==> config.mk <==
export PLATFORM = sky130hd
export DESIGN_NAME = mem_arbiter_flat
export DESIGN_NICKNAME = d
export VERILOG_FILES = /design/src/rtl/mem_arbiter_pkg.sv /design/src/rtl/mem_arbiter_if.sv /design/src/rtl/mem_arb_timer.sv /design/src/rtl/mem_arbiter.sv /design/src/flat_wrapper.sv
export SDC_FILE = /design/constraint.sdc
export NUM_CORES = 1
export LEC_CHECK = 0
export ABC_CLOCK_PERIOD_IN_PS = 1950
export CAP_MARGIN = 20
export CORE_MARGIN = 2
export CORE_UTILIZATION = 38
export CTS_BUF_LIST = sky130_fd_sc_hd__clkbuf_2 sky130_fd_sc_hd__clkbuf_4 sky130_fd_sc_hd__clkbuf_8
export DETAILED_ROUTE_END_ITERATION = 16
export PLACE_DENSITY_LB_ADDON = 0.1
export SLEW_MARGIN = 20
export SYNTH_ARGS = -nofsm -noshare
export SYNTH_HDL_FRONTEND = slang
export SYNTH_SLANG_ARGS = --single-unit
==> constraint.sdc <==
create_clock -name clk -period 1.95 [get_ports clk]
set_input_delay 0.585 -clock clk [delete_from_list [all_inputs] [get_ports clk]]
set_output_delay 0.585 -clock clk [all_outputs]
set_load 0.005 [all_outputs]
==> src/rtl/mem_arbiter_pkg.sv <==
// Shared arbiter definitions: datapath width, boot address, FSM state and owner encodings.
package mem_arbiter_pkg;

  localparam int ISA_WIDTH = 32;
  localparam logic [ISA_WIDTH-1:0] BASE_ADDR = 32'h8000_0000;

  localparam int ARB_STATE_WIDTH = 2;
  localparam logic [ARB_STATE_WIDTH-1:0] ARB_IDLE = 2'd0;
  localparam logic [ARB_STATE_WIDTH-1:0] ARB_REQ  = 2'd1;
  localparam logic [ARB_STATE_WIDTH-1:0] ARB_WAIT = 2'd2;
  localparam logic [ARB_STATE_WIDTH-1:0] ARB_RESP = 2'd3;

  localparam logic ARB_OWNER_IFU = 1'b0;
  localparam logic ARB_OWNER_LSU = 1'b1;

  typedef struct packed {
    logic [ISA_WIDTH-1:0] addr;
    logic [ISA_WIDTH-1:0] wdata;
    logic                 wen;
  } arb_req_t;

  // Stores return zero data to the requester whatever the memory drives.
  function automatic logic [ISA_WIDTH-1:0] load_data(input logic wen,
                                                     input logic [ISA_WIDTH-1:0] rdata);
    return wen ? '0 : rdata;
  endfunction

endpackage

==> src/rtl/mem_arbiter_if.sv <==
// Bundle of the IFU, LSU and memory handshakes around the arbiter.
interface mem_arbiter_if;
  import mem_arbiter_pkg::*;

  logic                 ifu_req_valid;
  logic                 ifu_req_ready;
  logic [ISA_WIDTH-1:0] ifu_addr;
  logic                 ifu_rsp_valid;
  logic [ISA_WIDTH-1:0] ifu_rdata;
  logic                 ifu_rsp_err;

  logic                 lsu_req_valid;
  logic                 lsu_req_ready;
  logic [ISA_WIDTH-1:0] lsu_addr;
  logic [ISA_WIDTH-1:0] lsu_wdata;
  logic                 lsu_wen;
  logic                 lsu_rsp_valid;
  logic [ISA_WIDTH-1:0] lsu_rdata;
  logic                 lsu_rsp_err;

  logic                 mem_req_valid;
  logic                 mem_req_ready;
  logic [ISA_WIDTH-1:0] mem_addr;
  logic [ISA_WIDTH-1:0] mem_wdata;
  logic                 mem_wen;
  logic                 mem_rsp_valid;
  logic [ISA_WIDTH-1:0] mem_rdata;

  modport master (
    input  ifu_req_valid, ifu_addr,
    output ifu_req_ready, ifu_rsp_valid, ifu_rdata, ifu_rsp_err,
    input  lsu_req_valid, lsu_addr, lsu_wdata, lsu_wen,
    output lsu_req_ready, lsu_rsp_valid, lsu_rdata, lsu_rsp_err,
    output mem_req_valid, mem_addr, mem_wdata, mem_wen,
    input  mem_req_ready, mem_rsp_valid, mem_rdata
  );

  modport slave (
    output ifu_req_valid, ifu_addr,
    input  ifu_req_ready, ifu_rsp_valid, ifu_rdata, ifu_rsp_err,
    output lsu_req_valid, lsu_addr, lsu_wdata, lsu_wen,
    input  lsu_req_ready, lsu_rsp_valid, lsu_rdata, lsu_rsp_err,
    input  mem_req_valid, mem_addr, mem_wdata, mem_wen,
    output mem_req_ready, mem_rsp_valid, mem_rdata
  );

endinterface

==> src/rtl/mem_arb_timer.sv <==
// Watchdog counter for the arbiter: counts busy cycles and flags expiry at MAX_CYCLES.
module mem_arb_timer #(
  parameter int MAX_CYCLES = 255
) (
  input  logic clk,
  input  logic rst,
  input  logic clr,
  input  logic en,
  output logic expired
);

  localparam int W = $clog2(MAX_CYCLES + 1);

  logic [W-1:0] count;

  // The cycle holding count == MAX-1 is the MAX-th busy cycle since clear.
  assign expired = en && (count == W'(MAX_CYCLES - 1));

  always_ff @(posedge clk) begin
    if (rst || clr) begin
      count <= '0;
    end else if (en && !expired) begin
      count <= count + 1'b1;
    end
  end

endmodule

==> src/rtl/mem_arbiter.sv <==
// Round-robin IFU/LSU arbiter for the single data-memory port, one transaction in flight.
// Optional watchdog abort enabled by defining MEM_ARB_TIMEOUT_EN.
module mem_arbiter
  import mem_arbiter_pkg::*;
#(
  parameter int TIMEOUT_CYCLES = 255
) (
  input logic            clk,
  input logic            rst,
  mem_arbiter_if.master  bus
);

  logic [ARB_STATE_WIDTH-1:0] state;
  logic                       owner;
  logic                       last_owner;
  arb_req_t                   req_q;
  logic [ISA_WIDTH-1:0]       rdata_q;
  logic                       grant_ifu;
  logic                       grant_lsu;
  logic                       timer_expired;

  // On a tie the requester that did not win last time is granted.
  always_comb begin
    grant_ifu = 1'b0;
    grant_lsu = 1'b0;
    if (state == ARB_IDLE) begin
      if (bus.ifu_req_valid && (!bus.lsu_req_valid || last_owner == ARB_OWNER_LSU)) begin
        grant_ifu = 1'b1;
      end else if (bus.lsu_req_valid) begin
        grant_lsu = 1'b1;
      end
    end
  end

  assign bus.ifu_req_ready = grant_ifu;
  assign bus.lsu_req_ready = grant_lsu;

`ifdef MEM_ARB_TIMEOUT_EN
  logic timer_busy;
  logic err_q;

  assign timer_busy = (state == ARB_REQ) || (state == ARB_WAIT);

  mem_arb_timer #(
    .MAX_CYCLES (TIMEOUT_CYCLES)
  ) u_timer (
    .clk     (clk),
    .rst     (rst),
    .clr     (grant_ifu || grant_lsu),
    .en      (timer_busy),
    .expired (timer_expired)
  );

  // A genuine response arriving in the expiry cycle wins over the abort.
  always_ff @(posedge clk) begin
    if (rst) begin
      err_q <= 1'b0;
    end else if (state == ARB_IDLE) begin
      err_q <= 1'b0;
    end else if (timer_expired && !(state == ARB_WAIT && bus.mem_rsp_valid)) begin
      err_q <= 1'b1;
    end
  end

  assign bus.ifu_rsp_err = (state == ARB_RESP) && (owner == ARB_OWNER_IFU) && err_q;
  assign bus.lsu_rsp_err = (state == ARB_RESP) && (owner == ARB_OWNER_LSU) && err_q;
`else
  assign timer_expired   = 1'b0;
  assign bus.ifu_rsp_err = 1'b0;
  assign bus.lsu_rsp_err = 1'b0;
`endif

  always_ff @(posedge clk) begin
    if (rst) begin
      state      <= ARB_IDLE;
      owner      <= ARB_OWNER_LSU;
      last_owner <= ARB_OWNER_LSU;
      req_q      <= '{addr: BASE_ADDR, wdata: '0, wen: 1'b0};
      rdata_q    <= '0;
    end else begin
      case (state)
        ARB_IDLE: begin
          if (grant_ifu) begin
            owner      <= ARB_OWNER_IFU;
            last_owner <= ARB_OWNER_IFU;
            req_q      <= '{addr: bus.ifu_addr, wdata: '0, wen: 1'b0};
            state      <= ARB_REQ;
          end else if (grant_lsu) begin
            owner      <= ARB_OWNER_LSU;
            last_owner <= ARB_OWNER_LSU;
            req_q      <= '{addr: bus.lsu_addr, wdata: bus.lsu_wdata, wen: bus.lsu_wen};
            state      <= ARB_REQ;
          end
        end
        ARB_REQ: begin
          if (timer_expired) begin
            rdata_q <= '0;
            state   <= ARB_RESP;
          end else if (bus.mem_req_ready) begin
            state <= ARB_WAIT;
          end
        end
        ARB_WAIT: begin
          if (bus.mem_rsp_valid) begin
            rdata_q <= load_data(req_q.wen, bus.mem_rdata);
            state   <= ARB_RESP;
          end else if (timer_expired) begin
            rdata_q <= '0;
            state   <= ARB_RESP;
          end
        end
        default: begin
          state <= ARB_IDLE;
        end
      endcase
    end
  end

  assign bus.mem_req_valid = (state == ARB_REQ);
  assign bus.mem_addr      = req_q.addr;
  assign bus.mem_wdata     = req_q.wdata;
  assign bus.mem_wen       = req_q.wen;

  assign bus.ifu_rsp_valid = (state == ARB_RESP) && (owner == ARB_OWNER_IFU);
  assign bus.lsu_rsp_valid = (state == ARB_RESP) && (owner == ARB_OWNER_LSU);
  assign bus.ifu_rdata     = rdata_q;
  assign bus.lsu_rdata     = rdata_q;

endmodule

==> src/flat_wrapper.sv <==
// flat-port wrapper written by rule: the top's interface ports become plain ports
module mem_arbiter_flat import mem_arbiter_pkg::*;
#(
  parameter int TIMEOUT_CYCLES = 255
)
  (clk, rst, bus_ifu_req_valid, bus_ifu_addr, bus_ifu_req_ready, bus_ifu_rsp_valid, bus_ifu_rdata, bus_ifu_rsp_err, bus_lsu_req_valid, bus_lsu_addr, bus_lsu_wdata, bus_lsu_wen, bus_lsu_req_ready, bus_lsu_rsp_valid, bus_lsu_rdata, bus_lsu_rsp_err, bus_mem_req_valid, bus_mem_addr, bus_mem_wdata, bus_mem_wen, bus_mem_req_ready, bus_mem_rsp_valid, bus_mem_rdata);
  mem_arbiter_if bus_i ();
  input logic clk;
  input logic rst;
  input wire logic [$bits(bus_i.ifu_req_valid)-1:0] bus_ifu_req_valid;
  input wire logic [$bits(bus_i.ifu_addr)-1:0] bus_ifu_addr;
  output wire logic [$bits(bus_i.ifu_req_ready)-1:0] bus_ifu_req_ready;
  output wire logic [$bits(bus_i.ifu_rsp_valid)-1:0] bus_ifu_rsp_valid;
  output wire logic [$bits(bus_i.ifu_rdata)-1:0] bus_ifu_rdata;
  output wire logic [$bits(bus_i.ifu_rsp_err)-1:0] bus_ifu_rsp_err;
  input wire logic [$bits(bus_i.lsu_req_valid)-1:0] bus_lsu_req_valid;
  input wire logic [$bits(bus_i.lsu_addr)-1:0] bus_lsu_addr;
  input wire logic [$bits(bus_i.lsu_wdata)-1:0] bus_lsu_wdata;
  input wire logic [$bits(bus_i.lsu_wen)-1:0] bus_lsu_wen;
  output wire logic [$bits(bus_i.lsu_req_ready)-1:0] bus_lsu_req_ready;
  output wire logic [$bits(bus_i.lsu_rsp_valid)-1:0] bus_lsu_rsp_valid;
  output wire logic [$bits(bus_i.lsu_rdata)-1:0] bus_lsu_rdata;
  output wire logic [$bits(bus_i.lsu_rsp_err)-1:0] bus_lsu_rsp_err;
  output wire logic [$bits(bus_i.mem_req_valid)-1:0] bus_mem_req_valid;
  output wire logic [$bits(bus_i.mem_addr)-1:0] bus_mem_addr;
  output wire logic [$bits(bus_i.mem_wdata)-1:0] bus_mem_wdata;
  output wire logic [$bits(bus_i.mem_wen)-1:0] bus_mem_wen;
  input wire logic [$bits(bus_i.mem_req_ready)-1:0] bus_mem_req_ready;
  input wire logic [$bits(bus_i.mem_rsp_valid)-1:0] bus_mem_rsp_valid;
  input wire logic [$bits(bus_i.mem_rdata)-1:0] bus_mem_rdata;
  assign bus_i.ifu_req_valid = bus_ifu_req_valid;
  assign bus_i.ifu_addr = bus_ifu_addr;
  assign bus_ifu_req_ready = bus_i.ifu_req_ready;
  assign bus_ifu_rsp_valid = bus_i.ifu_rsp_valid;
  assign bus_ifu_rdata = bus_i.ifu_rdata;
  assign bus_ifu_rsp_err = bus_i.ifu_rsp_err;
  assign bus_i.lsu_req_valid = bus_lsu_req_valid;
  assign bus_i.lsu_addr = bus_lsu_addr;
  assign bus_i.lsu_wdata = bus_lsu_wdata;
  assign bus_i.lsu_wen = bus_lsu_wen;
  assign bus_lsu_req_ready = bus_i.lsu_req_ready;
  assign bus_lsu_rsp_valid = bus_i.lsu_rsp_valid;
  assign bus_lsu_rdata = bus_i.lsu_rdata;
  assign bus_lsu_rsp_err = bus_i.lsu_rsp_err;
  assign bus_mem_req_valid = bus_i.mem_req_valid;
  assign bus_mem_addr = bus_i.mem_addr;
  assign bus_mem_wdata = bus_i.mem_wdata;
  assign bus_mem_wen = bus_i.mem_wen;
  assign bus_i.mem_req_ready = bus_mem_req_ready;
  assign bus_i.mem_rsp_valid = bus_mem_rsp_valid;
  assign bus_i.mem_rdata = bus_mem_rdata;
  mem_arbiter #(.TIMEOUT_CYCLES(TIMEOUT_CYCLES)) u_core (.clk(clk), .rst(rst), .bus(bus_i));
endmodule
# After elaboration in Yosys (flattened, before gate mapping)
# Cells that the tools add are included.
# totals
ff_bits	100
out_inout_bits	136
wordCells	38
# op_classes
n_eq_ne	6
n_mux	15
bitwise	1
reduce_logical	10
# op_table
cell	count
$mux W65	2
$mux W32	1
$mux W2	4
$mux W1	7
$pmux W2 S3	1
$eq A2 B2 Y1 const B	2
$reduce_and A2 Y1	2
$logic_and A1 B1 Y1	3
$ne A3 B3 Y1 const B	1
$reduce_and A3 Y1	1
$eq A2 B1 Y1 const B	1
$logic_not A2 Y1	1
$ne A2 B1 Y1 const B	1
$ne A2 B2 Y1 const B	1
$reduce_bool A2 Y1	1
$logic_not A1 Y1	1
$logic_or A1 B1 Y1	1
$not A1 Y1	1

# Depth between registers and ports, before layout
# Gate-level depths: netlist (run 1).
# logic_depth
word_depth	8
mapped_depth	7
ltp_nobuf	5

# Least setup slack after synthesis (run 1)
# OpenSTA, ideal clock, no wires.
# synth_timing
path_kind	reg-to-output
from	register u_core.state[0]
to	output bus_lsu_req_ready
t_arrival_ns	1.239
required_ns	1.365
setup_slack_ns	0.126
path_stages_with_launch	7
n_path_buf	2
cell_sequence	dfxtp_1 > inv_1 > ha_1 > and2_1 > buf_2 > buf_2 > and2_1
# synth_between
elab_chain_len	2
# synth_rtl
element	line_no	rtl
from (decl)	mem_arbiter.sv:13	logic [ARB_STATE_WIDTH-1:0] state;
from (signal assigned)	mem_arbiter.sv:75	state <= ARB_IDLE;
from (signal assigned)	mem_arbiter.sv:87	state <= ARB_REQ;
from (signal assigned)	mem_arbiter.sv:92	state <= ARB_REQ;
$logic_not A2 Y1	mem_arbiter.sv:26	if (state == ARB_IDLE) begin
$mux W1	mem_arbiter.sv:26	
to (decl)	flat_wrapper.sv:20	output wire logic [$bits(bus_i.lsu_req_ready)-1:0] bus_lsu_req_ready;
# Every way passes these cells.

# Worst setup path in the final report (run 1)
# layout_timing
from	register u_core.state[0]
to	output bus_lsu_rsp_valid
# layout_between
elab_chain_len	2
# layout_rtl
element	line_no	rtl
$eq A2 B2 Y1	mem_arbiter.sv:125	assign bus.lsu_rsp_valid = (state == ARB_RESP) && (owner == ARB_OWNER_LSU);
$logic_and A1 B1 Y1	mem_arbiter.sv:125	
to (decl)	flat_wrapper.sv:21	output wire logic [$bits(bus_i.lsu_rsp_valid)-1:0] bus_lsu_rsp_valid;
# Every way passes these cells.

==> run summary, run 1 <==
The signal on the critical path passes through buf_4 > ha_2 > and2_1 > buf_2. Summing all multi-input logic gate instances after layout gives 1950 sq um. The start-to-end type of the worst setup path is reg -> out. The growth of design area from synthesis to finish works out to 65.7%.

For the final cell count without fillers, the log shows 880. Starting density of the core: 38.8%. The wire length after detailed routing is 14700 microns. The tools report the endpoint of the lowest-slack register-to-register path as u_core.state[0]. The library cell used most frequently in the layout, excluding fill and tap cells, is sky130_fd_sc_hd__clkdlybuf4s50_1. Classification of the worst-slack hold path: reg -> reg.

Synthesized area per cell: 8.65 sq um. The tools report the number of levels the H-tree was split into as 3. In this run the cell area of the synthesized design comes to 4430 sq um. The number of failing setup endpoints in the final timing report is 0. Counting tap cells, the placed design contains a total of 863 instances. The tools report the static leakage power as 2.58 nW. The vertical extent of the die was 112 microns. The count of buffers inserted at the top-level ports came out at 268. The count of endpoints failing hold in the final timing report is 0, and the post-route DRC violation count is 0. The number of pins with negative max-slew slack in the final report was 0.

Of the synthesized area, sequential elements account for 45.2%. Clock tree synthesis inserted a total of 9 buffers. The worst hold endpoint is u_core.bus.ifu_rdata[14]. Of the post-synthesis cell area, the dominant cell type holds 45.2%.

For this run, the number of Yosys warnings is 0. Biggest area consumer among synthesized cells: sky130_fd_sc_hd__dfxtp_1. The first-pass GRT wire length is 22900 microns. Setup repair after global routing could not meet its margin everywhere. The detail route stage leaves a number of antenna-violating nets equal to 0. The clock period could shrink to 1900 ps. In this run, synthesis inferred 0 flip-flops with an integrated enable. The tools report the count of different cell masters after synthesis as 34.

The worst register-to-register path begins at u_core.state[1]. The die is 112 microns wide. Counting flops with an async set or reset pin after synthesis yields a share of 0%. The post-route netlist has 8.29% of its cells at a drive strength greater than 1. In this design, the stage delay of the slowest critical-path cell is 340 ps.

The initialized floorplan defines 39 standard-cell rows. The register bit count reported by yosys was 100. By area the synthesized netlist is led by sky130_fd_sc_hd__dfxtp_1, sky130_fd_sc_hd__a32oi_1, sky130_fd_sc_hd__nand4b_1.

The slack of the worst reg-to-reg path is 330 ps, and the clock latency on the worst-skew pair is 370 ps. The tools report the maximum ir drop on the vdd rail as 0.505 mV. The number of instances in the synthesized netlist is 512, and the final-stage net count is 870. Pin placement for this block handled 271 I/O pins. Final RePlAce weighted congestion: 0.806. TritonCTS built the clock tree. Global routing used 22.3% of the available tracks. The data arrival time of the critical path came out at 1310 ps. The total power divided by cell area works out to 1080 nW/um^2. Maximum fanout along the worst path: 3. The run gives 528 MHz as the upper clock frequency limit.

The core outline area came out at 11400 sq um. The first TritonRoute pass finished after 4 iterations. The full die area came out at 12500 sq um. The total overflow left after global routing is 0. The filler cells instantiated in the layout total 957. Entering global routing, the biggest net connects 39 pins. The detailed-route wire length per cell is 16.7 microns. The detail-routed via count per cell is 5.34. STA puts the critical path data required time at 1360 ps. In the layout the commonest cells are sky130_fd_sc_hd__clkdlybuf4s50_1, sky130_fd_sc_hd__dfxtp_1, sky130_fd_sc_hd__nor2_1. The clock arrives with 12.3 ps of skew.

For the number of buffers inserted to repair setup after CTS, the log shows 0. The instance count along the most critical hold path came out at 2. The tightest hold path in the finished design has a slack of 471 ps.

The buffer type at the clock tree root is sky130_fd_sc_hd__clkbuf_8. The number of global-route vias before repair is 4536. After clock tree synthesis, the clock-pin slew on the worst setup and hold paths is 100 ps. The startpoint identified for the worst hold timing path is u_core.bus.ifu_rdata[14].

Counting cells, the worst reg-to-reg path comes to 6. No sink is reached through more buffers than the 2 on the longest clock path. After the first detailed-routing iteration, the DRC count stood at 370. In the final layout, flip-flops and latches occupy 2000 sq um. The flow ran to the end, and the final reports show no timing, DRC or antenna violations. The final worst-path cycle share works out to 97.2%. For the initial antenna violation count, the log shows 1.

After legalization and detailed placement, the total HPWL measured 10300 microns. The sort of element at the end of the critical path was an output pin. The logs give 100 for the CTS sink count and 0 for the number of max-cap violations. On the critical path, the stage with the largest delay is an instance of sky130_fd_sc_hd__dfxtp_2. Leading register cell type out of synthesis: sky130_fd_sc_hd__dfxtp_1. Total vias in the final route: 4696. The worst setup path is launched from a flip-flop.
==> cell usage after synthesis, drive strengths merged (2+ instances only) <==
library cell,n
nand4b,32
o21ai,33
a21oi,33
a32oi,33
a311oi,31
dfxtp,100
clkbuf,26
nand3,32
nand2,35
ha,4
and2,4
inv,2
nor2,66
nor2b,4
buf,63
==> worst max-delay path by stage <==
stage / slack, ps / cells after the start / start / end
2_1_floorplan: 130 / 6 / u_core.state[0] / bus_lsu_req_ready
3_3_place_gp: -570 / 4 / bus_lsu_req_valid / bus_lsu_req_ready
3_5_place_dp: -560 / 4 / bus_lsu_req_valid / bus_lsu_req_ready
4_1_cts: -40 / 5 / u_core.state[1] / bus_lsu_req_ready
5_1_grt: -5 / 5 / u_core.state[1] / bus_lsu_req_ready
6_report: 50 / 4 / u_core.state[0] / bus_lsu_rsp_valid
==> power breakdown <==
part	total, mW	switching [mW]	internal (mW)	leakage (nW)
clock network	1.39	0.777	0.616	0.102
registers	2.77	0.261	2.50	0.819
logic	3.75	1.72	2.03	1.66
total	7.91	2.76	5.15	2.58
==> final cells by class <==
class	instances	area share [%]
diodes	1	0.0341
clock buffers	9	1.69
clock inverters	7	1.14
inverters	2	0.102
multi-input cells	322	26.6
flip-flops and latches	100	27.3
well taps	143	2.44
repair buffers	296	40.7
==> layer usage <==
metal  share of wire [%]  global-route usage, %  routed length, microns  vias to the layer above
met1                  42                   26.6                    6110                     2208
met2                  49                   38.3                    7170                      199
met4                 2.2                   7.80                     316                        0
met5                   0                      0                       0                        -
met3                 7.4                   6.64                    1090                       25
li1                    -                      -                       -                     2264
==> cell families after synthesis <==
group | Yosys count | synth area share [%]
AO/OA/AOI/OAI | 137 | 21.4
adder cells (fa/ha/maj) | 4 | 1.13
buffers and inverters | 91 | 11.4
flip-flops | 100 | 45.2
other | 1 | 0.0847
AND/OR/NAND/NOR | 179 | 20.8
==> registers in the layout, indices dropped and copies added (netlist names) <==
register and cells:
u_core.bus.mem_wen 1, u_core.bus.mem_wdata 32, u_core.state 2, u_core.bus.mem_addr 32
u_core.owner 1, u_core.bus.ifu_rdata 32
==> critical path, delay by kind of cell, from the launching register on <==
kind | cells | cell delay [ps]
adder cells (fa/ha/maj) | 1 | 190
flip-flops | 1 | 340
AND/OR/NAND/NOR | 1 | 150
buffers and inverters | 2 | 270
==> timing repair <==
action	4_1_cts	5_1_grt
endpoints found under the setup margin	5	4
hold buffers	0	0
hold endpoints to repair	0	0
resized for setup	24	8
==> metrics by stage <==
step | instance area, sq um | util, % | setup WS, ps | setup TNS [ps] | power [mW]
global route | 7340 | 64.3 | -5.17 | -5.17 | 8.41
global placement | 7120 | 62.4 | -568 | -3470 | 6.43
detailed placement | 7120 | 62.4 | -563 | -4800 | 6.52
floorplan | 4430 | - | 126 | 0 | 4.58
CTS | 7320 | 64.1 | -43.5 | -43.5 | 7.93
finish | 7340 | 64.3 | 54.5 | 0 | 7.91
Note: power is estimated with default switching activity, not from simulation.
==> run 2: changes to the inputs <==
--- a/config.mk
+++ b/config.mk
@@ -8,11 +8,13 @@
 export ABC_CLOCK_PERIOD_IN_PS = 1950
 export CAP_MARGIN = 20
 export CORE_MARGIN = 2
-export CORE_UTILIZATION = 38
+export CORE_UTILIZATION = 39
 export CTS_BUF_LIST = sky130_fd_sc_hd__clkbuf_2 sky130_fd_sc_hd__clkbuf_4 sky130_fd_sc_hd__clkbuf_8
 export DETAILED_ROUTE_END_ITERATION = 16
 export PLACE_DENSITY_LB_ADDON = 0.1
+export SKIP_LAST_GASP = 1
 export SLEW_MARGIN = 20
 export SYNTH_ARGS = -nofsm -noshare
 export SYNTH_HDL_FRONTEND = slang
+export SYNTH_HIERARCHICAL = 1
 export SYNTH_SLANG_ARGS = --single-unit
==> run 2 against run 1 <==
  * Flip-flop and latch count unchanged
  * Design area up 0.56%
  * Non-clock buffer count decreased by 2
  * Via count is 1.8% higher
  * Register-to-register slack got worse by 220 ps
  * Sequential share of layout area decreased by 0.14 points
  * Critical path depth rose by 1
  * Global-route usage up 1.8 points
  * Sequential power about the same
  * Critical endpoint is now bus_lsu_req_ready
==> run summary, run 2 <==
For this run, design rule violations remaining after detail routing come to 0. The classification of the worst-slack hold path was reg -> reg. The vertical extent of the die is 111 microns, and the biggest cell delay along the critical path is 330 ps. The library cell with the highest instance count after synthesis is sky130_fd_sc_hd__dfxtp_1. Detailed-route wire length per cell: 17.7 microns. Post-CTS timing repair inserted 0 buffers for setup.

For the number of failing setup endpoints in the final timing report, the log shows 0. In the post-synthesis netlist, the biggest area contributors are sky130_fd_sc_hd__dfxtp_1, sky130_fd_sc_hd__a2111oi_0, sky130_fd_sc_hd__a32oi_1. TritonCTS built the clock tree. Once placement finished, the instance area stood at 7110 sq um.

The maximum ir drop on the vdd rail was 0.546 mV. Cell repeated most along the worst path: sky130_fd_sc_hd__and2_4. The number of buffers created by CTS was 9.

A synthesized cell averages 8.79 sq um. Walking the worst path, the cells encountered are inv_2 > ha_4 > and2_4 > and2_4 > clkbuf_2. Using the TritonRoute via totals, the vias-per-cell ratio works out to 5.47. The number of synthesized flops with an enable pin was 0; the number of global-route vias before repair was 4782. In this run the tightest slew margin relative to its limit is 66.0%.

The HPWL after detailed placement is 10900 microns. Sequential cells were found to cover 44.7% of the synthesized design area. Once layout is complete, the cells apart from fillers number 874. The run gives 0.814 as the final RePlAce weighted congestion.

The library cell used most frequently in the layout, excluding fill and tap cells, is sky130_fd_sc_hd__clkdlybuf4s50_1. In the final timing run, aggregate negative setup slack is 0 ps. Before CTS, the worst setup slack after placement is -651 ps. For this block, the initial DRC count from the detailed router was 379. The die is 111 microns wide. For the count of hold-fix buffers inserted at cts, the log shows 0.

Of the cells placed in the final design, the portion with a size suffix greater than 1 is 8.48%. The tools report the final critical-path setup slack as 61.4 ps. Setup repair after global routing left no endpoint under its margin.

The smallest clock period supported by the final layout is computed as 1890 ps. The clock arrives with 10.9 ps of skew. Number of max-cap violations: 0.

After detailed placement, the design holds a cell count of 859. Upper clock frequency limit: 529 MHz. The final-stage net count was 866.

Leaving out fill and tap cells, the most frequent cells in the layout are sky130_fd_sc_hd__clkdlybuf4s50_1, sky130_fd_sc_hd__dfxtp_1, sky130_fd_sc_hd__nor2_1. The startpoint class of the critical path was a flip-flop. The finished layout cell area was 7380 sq um. The commonest cells after synthesis are sky130_fd_sc_hd__dfxtp_1, sky130_fd_sc_hd__nor2_1, sky130_fd_sc_hd__clkbuf_1.

The share of synthesized registers carrying an async set or reset is 0%. The logs give 0 for the initial antenna violation count and 39 for the cell row count. The run gives 0 as the number of pins with negative max-slew slack in the final report.

The tools report the count of endpoints failing hold in the final timing report as 0. The flow ran to the end, and the final reports show no timing, DRC or antenna violations. Cells fill 65.2% of the core in the end. The mapped netlist covers 4480 sq um.

The slew at the pin closest to its max-slew limit came out at 497 ps. Relative to the synthesized area, the layout overhead comes to 64.7%. For this run, the number of Yosys warnings is 6. In this run the remaining antenna-violating nets after routing total 0.

Summed over all layers, the global routing overflow is 0. On the critical path, the stage with the largest delay is an instance of sky130_fd_sc_hd__dfxtp_2. Leading register cell type out of synthesis: sky130_fd_sc_hd__dfxtp_1. Data on the critical path is required at its endpoint by 1360 ps. The sort of element at the end of the critical path is an output pin. The largest net degree at the start of global routing is 44. For the count of antenna diodes in the layout, the log shows 0. In this run, synthesis produced a sequential element count of 100.

Of all cell types, the one taking the most synthesized area is sky130_fd_sc_hd__dfxtp_1. The total power divided by cell area is 1080 nW/um^2, and the CTS sink count is 100. Detailed routing inserted a total of 4782 vias.

The proportion of netlist area held by the largest area contributor came out at 44.7%. The number of primary I/O pins was 271; the number of instances in the synthesized netlist was 510. The tools report the number of levels the H-tree was split into as 3.

The maximum fanout along the worst path works out to 2. For this configuration, the core starts out at a cell density of 39.6%. The core region is 11300 sq um. The first global-routing pass estimated 24300 microns of wire. Clock latency on the worst-skew pair, taken at its later pin, is 360 ps. Buffer type at the clock tree root: sky130_fd_sc_hd__clkbuf_8. The full die area came out at 12400 sq um. The critical path in this run is classified as reg -> out. Counting distinct cell types in the post-synthesis netlist gives 28. The detailed-router iteration count before antenna repair was 4. Port buffering added 268 buffers. The wire length after detailed routing is 15500 microns, and the buffer depth of the longest clock path is 2. Dividing the final minimum period by the clock period gives 96.9%.

After clock tree synthesis, the clock-pin slew on the worst setup and hold paths is 90 ps. For this run, the total global-route usage over all layers was measured as 24.0%. For the worst setup path, the data arrival time is 1300 ps. The tools report the static leakage power as 2.66 nW. The overall power of the completed layout is 7.98 mW, and the worst hold slack is 471 ps.
==> run 2: changes by cell type in the layout (fill, tap and decap cells not counted), moves of 3 or more <==
cell / previous run / this run
sky130_fd_sc_hd__a2111oi_0: 0 / 33
sky130_fd_sc_hd__a2111oi_1: 0 / 22
sky130_fd_sc_hd__a211oi_1: 0 / 8
sky130_fd_sc_hd__a311oi_1: 31 / 0
sky130_fd_sc_hd__buf_12: 9 / 3
sky130_fd_sc_hd__bufinv_16: 1 / 4
sky130_fd_sc_hd__inv_1: 0 / 33
sky130_fd_sc_hd__nand3_1: 32 / 0
sky130_fd_sc_hd__nor2_1: 66 / 57
sky130_fd_sc_hd__nor2b_1: 3 / 0
sky130_fd_sc_hd__o21ai_0: 27 / 8
sky130_fd_sc_hd__o21ai_1: 5 / 0
==> run 2: worst max-delay path: cells and delay by family (launching register included) <==
family	cells	cell delay [ps]
simple gates	2	300
buf+inv	2	180
fa+ha+maj	1	140
flops	1	330
==> run 2: area by class of cell <==
cell class,count,area (sq um)
Tap cell,143,179
Clock buffer,9,124
Clock inverter,6,136
Fill cell,958,3940
Multi-Input combinational cell,284,1900
Inverter,38,145
Sequential cell,100,2010
Timing Repair Buffer,294,2900
==> run 2: timing repair <==
item / CTS / global route
setup endpoints to repair: 28 / 8
resized for setup: 20 / 17
hold endpoints to repair: 0 / 0
pin swaps: 0 / 1
==> run 2: cells by family after synthesis <==
logic type	Yosys count	share of synthesized area (%)
other	1	0.0837
flip-flops	100	44.7
AND/OR/NAND/NOR	132	15.0
adder cells (fa/ha/maj)	4	1.12
multiplexers	2	0.447
AO/OA/AOI/OAI	144	25.0
buffers and inverters	127	13.7
==> run 2: report_power, final <==
group	internal (mW)	total, mW	switching (mW)
clock network	0.980	1.70	0.717
registers	2.48	2.76	0.272
logic	1.82	3.53	1.71
==> run 2: path summary, 6_finish.rpt <==
check / depth (start not counted) / slack [ps] / end / startpoint
hold / removal: 2 / 470 / u_core/bus.ifu_rdata[17] / u_core/bus.ifu_rdata[17]
setup / recovery: 5 / 60 / bus_lsu_req_ready / u_core/state[1]
setup reg to reg: 7 / 110 / u_core/bus.mem_addr[9] / u_core/state[1]
hold reg to reg: 2 / 470 / u_core/bus.ifu_rdata[17] / u_core/bus.ifu_rdata[17]
==> run 2: layer usage <==
metal  track usage, %  wire [microns]  share of wire (%)  vias up
met5                0               0                  0        -
met4             9.47             407                2.6        0
met3             6.12            1180                7.6       30
met2             42.7            7740                 50      226
met1             27.5            6160                 40     2273
li1                 -               -                  -     2253
